`config.mk`:
```
export PLATFORM = sky130hd
export DESIGN_NAME = stage_sequencer
export DESIGN_NICKNAME = d
export VERILOG_FILES = /design/src/rtl/stage_sequencer.sv
export SDC_FILE = /design/constraint.sdc
export NUM_CORES = 1
export LEC_CHECK = 0
export BUFFER_PORTS_ARGS = -buffer_cell sky130_fd_sc_hd__buf_4
export CAP_MARGIN = 15
export CORE_ASPECT_RATIO = 0.8
export CORE_MARGIN = 2
export CORE_UTILIZATION = 40
export DETAILED_ROUTE_END_ITERATION = 7
export PLACE_DENSITY = 0.67
export RECOVER_POWER = 100
export SLEW_MARGIN = 30
export SYNTH_ARGS = -nofsm -noshare
export SYNTH_HDL_FRONTEND = slang
export SYNTH_SLANG_ARGS = --single-unit
```
`constraint.sdc`:
```
create_clock -name i_clk -period 3.31 [get_ports i_clk]
set_input_delay 0.662 -clock i_clk [delete_from_list [all_inputs] [get_ports i_clk]]
set_output_delay 0.662 -clock i_clk [all_outputs]
set_load 0.01 [all_outputs]
```
`src/rtl/stage_sequencer.sv`:
```
// stage_sequencer
// Central control sequencer for the single-issue LEGv8 datapath. Steps each
// instruction through FETCH, DECODE, EXECUTE, MEMORY and WRITEBACK. Each stage
// is held for a parameterised number of cycles. A one-cycle enable strobe is
// issued on the last cycle of each stage.
//
// Ports:
//   i_clk           system clock, rising edge
//   i_reset         synchronous active-high reset
//   i_start         begin execution from IDLE
//   i_single_step   return to IDLE after each retired instruction
//   i_halt_req      stop after the current instruction (or at once from IDLE)
//   i_mem_ready     data memory done; MEMORY is extended while low
//   o_fetch_en      strobe, last FETCH cycle
//   o_decode_en     strobe, last DECODE cycle
//   o_exec_en       strobe, last EXECUTE cycle
//   o_mem_en        level, every MEMORY cycle
//   o_wb_en         strobe, last WRITEBACK cycle
//   o_pc_write      strobe, coincident with o_wb_en
//   o_busy          high in FETCH..WRITEBACK
//   o_halted        high in HALT
//   o_state         IDLE=0 FETCH=1 DECODE=2 EXEC=3 MEM=4 WB=5 HALT=6
//   o_instr_count   retired instruction count (wraps)
module stage_sequencer #(
    parameter int unsigned FETCH_CYCLES  = 2,
    parameter int unsigned DECODE_CYCLES = 1,
    parameter int unsigned EXEC_CYCLES   = 1,
    parameter int unsigned MEM_CYCLES    = 1,
    parameter int unsigned WB_CYCLES     = 1
) (
    input  logic        i_clk,
    input  logic        i_reset,
    input  logic        i_start,
    input  logic        i_single_step,
    input  logic        i_halt_req,
    input  logic        i_mem_ready,
    output logic        o_fetch_en,
    output logic        o_decode_en,
    output logic        o_exec_en,
    output logic        o_mem_en,
    output logic        o_wb_en,
    output logic        o_pc_write,
    output logic        o_busy,
    output logic        o_halted,
    output logic [2:0]  o_state,
    output logic [31:0] o_instr_count
);

    // Counter value of a stage's final cycle; 0 cycles behaves as 1 and the
    // 4-bit counter caps the stage length at 15.
    function automatic logic [3:0] last_cnt(input int unsigned n);
        if (n == 0) begin
            return 4'd0;
        end else if (n > 15) begin
            return 4'd14;
        end else begin
            return 4'(n - 1);
        end
    endfunction

    localparam logic [3:0] FETCH_LAST  = last_cnt(FETCH_CYCLES);
    localparam logic [3:0] DECODE_LAST = last_cnt(DECODE_CYCLES);
    localparam logic [3:0] EXEC_LAST   = last_cnt(EXEC_CYCLES);
    localparam logic [3:0] MEM_LAST    = last_cnt(MEM_CYCLES);
    localparam logic [3:0] WB_LAST     = last_cnt(WB_CYCLES);

    typedef enum logic [2:0] {
        StIdle   = 3'd0,
        StFetch  = 3'd1,
        StDecode = 3'd2,
        StExec   = 3'd3,
        StMem    = 3'd4,
        StWb     = 3'd5,
        StHalt   = 3'd6
    } state_e;

    state_e      r_state;
    state_e      w_state_d;
    logic [3:0]  r_cnt;
    logic [3:0]  w_cnt_d;
    logic        r_halt_pending;
    logic        w_halt_pending_d;
    logic [31:0] r_instr_count;
    logic [31:0] w_instr_count_d;
    logic        w_busy_now;

    // Registered output images, computed from the next state so that every
    // output lines up with the state it describes.
    logic r_fetch_en, r_decode_en, r_exec_en, r_mem_en, r_wb_en, r_busy, r_halted;
    logic w_fetch_en_d, w_decode_en_d, w_exec_en_d, w_mem_en_d, w_wb_en_d;
    logic w_busy_d, w_halted_d;

    // Next-state logic
    always_comb begin
        w_state_d        = r_state;
        w_cnt_d          = (r_cnt == 4'hF) ? r_cnt : r_cnt + 4'd1;
        w_halt_pending_d = r_halt_pending;
        w_instr_count_d  = r_instr_count;
        w_busy_now       = (r_state == StFetch) || (r_state == StDecode) ||
                           (r_state == StExec)  || (r_state == StMem)    ||
                           (r_state == StWb);

        if (w_busy_now && i_halt_req) begin
            w_halt_pending_d = 1'b1;
        end

        unique case (r_state)
            StIdle: begin
                w_cnt_d = 4'd0;
                // Halt wins over start when both arrive together.
                if (i_halt_req) begin
                    w_state_d = StHalt;
                end else if (i_start) begin
                    w_state_d = StFetch;
                end
            end
            StFetch: begin
                if (r_cnt == FETCH_LAST) begin
                    w_state_d = StDecode;
                    w_cnt_d   = 4'd0;
                end
            end
            StDecode: begin
                if (r_cnt == DECODE_LAST) begin
                    w_state_d = StExec;
                    w_cnt_d   = 4'd0;
                end
            end
            StExec: begin
                if (r_cnt == EXEC_LAST) begin
                    w_state_d = StMem;
                    w_cnt_d   = 4'd0;
                end
            end
            StMem: begin
                // Minimum length reached and memory done on the same cycle.
                if ((r_cnt >= MEM_LAST) && i_mem_ready) begin
                    w_state_d = StWb;
                    w_cnt_d   = 4'd0;
                end
            end
            StWb: begin
                if (r_cnt == WB_LAST) begin
                    w_instr_count_d  = r_instr_count + 32'd1;
                    w_cnt_d          = 4'd0;
                    w_halt_pending_d = 1'b0;
                    if (r_halt_pending || i_halt_req) begin
                        w_state_d = StHalt;
                    end else if (i_single_step) begin
                        w_state_d = StIdle;
                    end else begin
                        w_state_d = StFetch;
                    end
                end
            end
            StHalt: begin
                w_cnt_d = 4'd0;
            end
            default: begin
                w_state_d = StIdle;
                w_cnt_d   = 4'd0;
            end
        endcase
    end

    // Output images of the next state
    always_comb begin
        w_fetch_en_d  = (w_state_d == StFetch)  && (w_cnt_d == FETCH_LAST);
        w_decode_en_d = (w_state_d == StDecode) && (w_cnt_d == DECODE_LAST);
        w_exec_en_d   = (w_state_d == StExec)   && (w_cnt_d == EXEC_LAST);
        w_mem_en_d    = (w_state_d == StMem);
        w_wb_en_d     = (w_state_d == StWb)     && (w_cnt_d == WB_LAST);
        w_busy_d      = (w_state_d == StFetch) || (w_state_d == StDecode) ||
                        (w_state_d == StExec)  || (w_state_d == StMem)    ||
                        (w_state_d == StWb);
        w_halted_d    = (w_state_d == StHalt);
    end

    always_ff @(posedge i_clk) begin
        if (i_reset) begin
            r_state        <= StIdle;
            r_cnt          <= 4'd0;
            r_halt_pending <= 1'b0;
            r_instr_count  <= 32'd0;
            r_fetch_en     <= 1'b0;
            r_decode_en    <= 1'b0;
            r_exec_en      <= 1'b0;
            r_mem_en       <= 1'b0;
            r_wb_en        <= 1'b0;
            r_busy         <= 1'b0;
            r_halted       <= 1'b0;
        end else begin
            r_state        <= w_state_d;
            r_cnt          <= w_cnt_d;
            r_halt_pending <= w_halt_pending_d;
            r_instr_count  <= w_instr_count_d;
            r_fetch_en     <= w_fetch_en_d;
            r_decode_en    <= w_decode_en_d;
            r_exec_en      <= w_exec_en_d;
            r_mem_en       <= w_mem_en_d;
            r_wb_en        <= w_wb_en_d;
            r_busy         <= w_busy_d;
            r_halted       <= w_halted_d;
        end
    end

    assign o_fetch_en    = r_fetch_en;
    assign o_decode_en   = r_decode_en;
    assign o_exec_en     = r_exec_en;
    assign o_mem_en      = r_mem_en;
    assign o_wb_en       = r_wb_en;
    assign o_pc_write    = r_wb_en;
    assign o_busy        = r_busy;
    assign o_halted      = r_halted;
    assign o_state       = r_state;
    assign o_instr_count = r_instr_count;

endmodule

```
### Yosys cells after proc, flatten, opt, wreduce, memory -nomap -nowiden

Index checks and enable logic that the tools add are counted.

* multiplexer cells: 18
* reduce and logical (&&, ||, !) cells: 20
* add/subtract/negate cells: 2
* order comparisons: 1
* equal/unequal tests: 15

Operator list (number)
* adder 32 x 1 -> 32 bit, second input constant: 1
* 2-to-1 mux 3 bit: 8
* one-hot mux 3 bit (7 select lines): 1
* == test 3 bit, second input constant: 6
* 2-to-1 mux 4 bit: 4
* == test 3 x 2 -> 1 bit, second input constant: 4
* one-hot mux 4 bit (3 select lines): 1
* logical OR 1 bit: 9
* == test 4 x 1 -> 1 bit, second input constant: 2
* zero test 4 bit: 2
* == test 3 x 1 -> 1 bit, second input constant: 2
* logical AND 1 bit: 6
* adder 4 x 1 -> 4 bit, second input constant: 1
* == test 4 bit, second input constant: 1
* greater-or-equal comparator 4 x 1 -> 1 bit, second input constant: 1
* 2-to-1 mux 1 bit: 4
* zero test 3 bit: 1
* OR reduction 3 bit: 1
* AND reduction 2 bit: 1

* logic and storage cells: 67
* register bits: 47

### Logic depth before layout (Yosys ltp)

* depth in word-level cells: 9
* gate-level depth with buffers: 9
* mapped depth without buffers: 7

### Worst setup path before layout

No wires, ideal clock.

* kind: register to register
* from: register r_cnt[0]
* to: register r_instr_count[29] (netlist: o_instr_count[29])
* setup time: 0.123 ns
* path slack: 0.992 ns
* data arrival time: 2.195 ns
* required time: 3.187 ns
* clock period less this slack: 2.318 ns
* stages on the path, launching flop included: 10
* path through: dfxtp_1 -> inv_1 -> ha_1 -> or3b_1 -> buf_6 -> or3_4 -> buf_6 -> nor3_4 -> nand4_1 -> mux2_1

* word-level cells in the longest chain between the ends: 2

Ends and longest elaborated chain
* start, declared: RTL line 79 `logic [3:0] r_cnt;`
* start signal, assigned: RTL line 194 `r_cnt <= w_cnt_d;`
* zero test 4 bit: RTL line 143 `if (r_cnt == WB_LAST) begin`
* AND reduction 2 bit (no line)
* end signal, assigned: RTL line 196 `r_instr_count <= w_instr_count_d;`
* end, declared: RTL line 83 `logic [31:0] r_instr_count;`

No other way between the ends.
A chain may end at the register's enable or synchronous reset.

### Worst setup path after layout

Same ends and word-level chain as after synthesis.

==> impl_metrics.py <==
metrics = {
    "critical_path": {
        "cpPeakStageDelay_ns": 0.53,
        "cp_num_buf_inv": 1,
        "endpoint_kind": "register",
        "crit_arrival_ns": 2.92,
        "rrSetupSlack_ns": 0.58,
        "critical_path.startpoint_type": "register",
        "crit_fanout": 9,
        "cp_top_family": "simple AND/OR/NAND/NOR gates",
        "path_cells": "inv_1, ha_1, or3b_1, or3_1, nor3_1, nand4_1, mux2_1",
        "crit_required_ns": 3.50,
        "path_class": "register to register",
        "slowest_stage": "or3_1",
    },
    "clock_tree": {
        "cts_resized": 0,
        "clockBufferDepth": 2,
        "cts_tree": "built",
        "clockRootBuffer": "clkbuf_8",
        "clock_sinks": 47,
        "h-tree-depth": 2,
        "clk_pin_slew_worst_paths_ns": 0.09,
        "cts_setup_buffers": 0,
        "cts_buffers": 5,
        "cts_hold_buf": 0,
        "insertion_delay_ns": 0.29,
    },
    "route": {
        "ant_nets": 0,
        "remaining_drc_errors": 0,
        "via_per_inst": 5.04,
        "wl_per_cell_um": 12.5,
        "firstDrtPassIters": 4,
        "drt_iter0_drc": 87,
        "routed_wl_um": 4790,
        "num_vias": 1931,
    },
    "placed_design": {
        "pre_cts_slack_ns": 0.869,
        "place.gp.congestion": 0.868,
        "hpwl_um": 3360,
        "io_buffers": 48,
        "place_area_um2": 2660,
    },
    "synthesis": {
        "netlist_area_um2": 2290,
        "async_flop_share": 0,
        "synth_cells": 265,
        "syn_nets": 275,
        "ys_types": 45,
        "yosys_warnings": 0,
        "synthFlopType": "dfxtp_1",
        "ys_seq_area_frac": 0.412,
        "synth_edf_count": 0,
        "ys_top_cells_by_count": "dfxtp_1, nor2_1, xnor2_1",
        "avgSynthCellArea_um2": 8.63,
        "yosysMostFrequentCell": "dfxtp_1",
        "synth_top_area_frac": 0.412,
        "synth-seq-cells": 47,
        "synth.area.top_cells": "dfxtp_1, xnor2_1, nor2_1",
        "yosys.area.top_type": "dfxtp_1",
    },
    "sta": {
        "rsz0062_at_grt": "no",
        "fmax_mhz": 366,
        "hold_viol": 0,
        "slew_viol_final": 0,
        "relSlewSlack": 0.468,
        "finClkSkew_ns": 0.0101,
        "setup_ws_ns": 0.578,
        "setup_violations": 0,
        "fin_tns_setup_ns": 0,
        "tightest_slew_ns": 0.790,
        "fin_crit_sh": 0.826,
        "timing.hold.ws_ns": 0.528,
        "period_minus_slack_ns": 2.73,
    },
    "floorplan": {
        "io_pins": 49,
        "rows": 24,
        "die-width_um": 88.5,
        "start_util": 0.416,
        "coreArea_um2": 5500,
        "die_area_um2": 6340,
        "die_height_um": 71.6,
    },
    "global_route": {
        "grt_pass1_vias": 1714,
        "gr-usage-all-layers": 0.162,
        "grt-ovfl-total": 0,
        "grt_pass1_wl_um": 8290,
        "antenna_found_initial": 0,
        "grt_max_degree": 45,
    },
    "outcome": {
        "status": "complete, no violations",
    },
    "worst_hold_path": {
        "min_path_type": "register to register",
    },
    "pwr": {
        "peakVddDrop_mv": 0.218,
        "p_total_mw": 1.42,
        "p_leak_nw": 0.821,
        "pwr_density_cell_nw_per_um2": 554,
    },
    "flow_run": {
        "drv_cap": 0,
    },
    "final_layout": {
        "layout-drive-gt1-share": 0.0525,
        "fin_nets": 314,
        "n_antenna_cell": 0,
        "synthToLayoutAreaGrowth_pct": 12.0,
        "final_area_um2": 2560,
    },
}
-- metal layers --
metal | GRT usage | share of wire | vias to the layer above
met1 | 0.254 | 0.54 | 887
li1 | - | - | 999
met5 | 0 | 0 | -
met2 | 0.216 | 0.41 | 43
met4 | 0.0337 | 0.0052 | 0
met3 | 0.0507 | 0.049 | 2
-- final cells by class --
class | instances | area, µm²
well taps | 78 | 97.6
clock inverters | 1 | 5.00
flip-flops and latches | 47 | 941
clock buffers | 7 | 76.3
multi-input cells | 193 | 1210
repair buffers | 49 | 203
inverters | 8 | 30.0
fillers | 577 | 2930
-- flip-flops by register name (all words and copies together), names as in the netlist --
name	cells
o_busy	1
o_decode_en	1
o_exec_en	1
o_fetch_en	1
o_halted	1
o_instr_count	32
o_mem_en	1
o_pc_write	1
o_state	3
r_cnt	4
r_halt_pending	1
-- final timing paths --
| kind | start | to | cells after the start |
|---|---|---|---|
| hold / removal | r_halt_pending | r_halt_pending | 2 |
| setup / recovery | r_cnt[0] | o_instr_count[29] | 7 |
| hold reg to reg | r_halt_pending | r_halt_pending | 2 |
| setup reg to reg | r_cnt[0] | o_instr_count[29] | 7 |
-- cells by family after synthesis --
family	synth area share
multiplexers	0.00930
XOR/XNOR	0.119
adder cells (fa/ha/maj)	0.0219
flip-flops	0.412
buffers and inverters	0.0525
AND/OR/NAND/NOR	0.327
AO/OA/AOI/OAI	0.0586
-- worst reg2reg max path: stages, from the launching register on --
cell and delay (ns):
dfxtp_1 0.35, inv_1 0.12, ha_1 0.17, or3b_1 0.49, or3_1 0.53, nor3_1 0.48
nand4_1 0.17, mux2_1 0.33
-- where the power goes --
part | switching [mW] | internal [mW]
combinational | 0.225 | 0.168
sequential | 0.0725 | 0.620
clock | 0.185 | 0.149
total | 0.483 | 0.937
-- layout by cell type, fill, tap and decap left out, drive strengths merged, types with 2 or more instances in the layout --
| cell | count |
|---|---|
| and4 | 5 |
| nand3 | 9 |
| buf | 5 |
| and3 | 3 |
| dfxtp | 47 |
| or3 | 3 |
| a31oi | 2 |
| nor4b | 4 |
| nor4 | 19 |
| o21ai | 4 |
| ha | 4 |
| and2 | 3 |
| nand2 | 13 |
| a21oi | 5 |
| nor3 | 10 |
| nor2 | 43 |
| clkbuf | 51 |
| nor2b | 6 |
| xor2 | 5 |
| nand4 | 9 |
| nor3b | 2 |
| inv | 8 |
| o21bai | 2 |
| xnor2 | 26 |
-- metrics by stage --
step | std cells | utilization
final | 383 | 0.466
after CTS | 383 | 0.499
after global routing | 383 | 0.466
after floorplan | 265 | -
after global placement | 375 | 0.484
after detailed placement | 375 | 0.484
(Power assumes the default switching activity.)
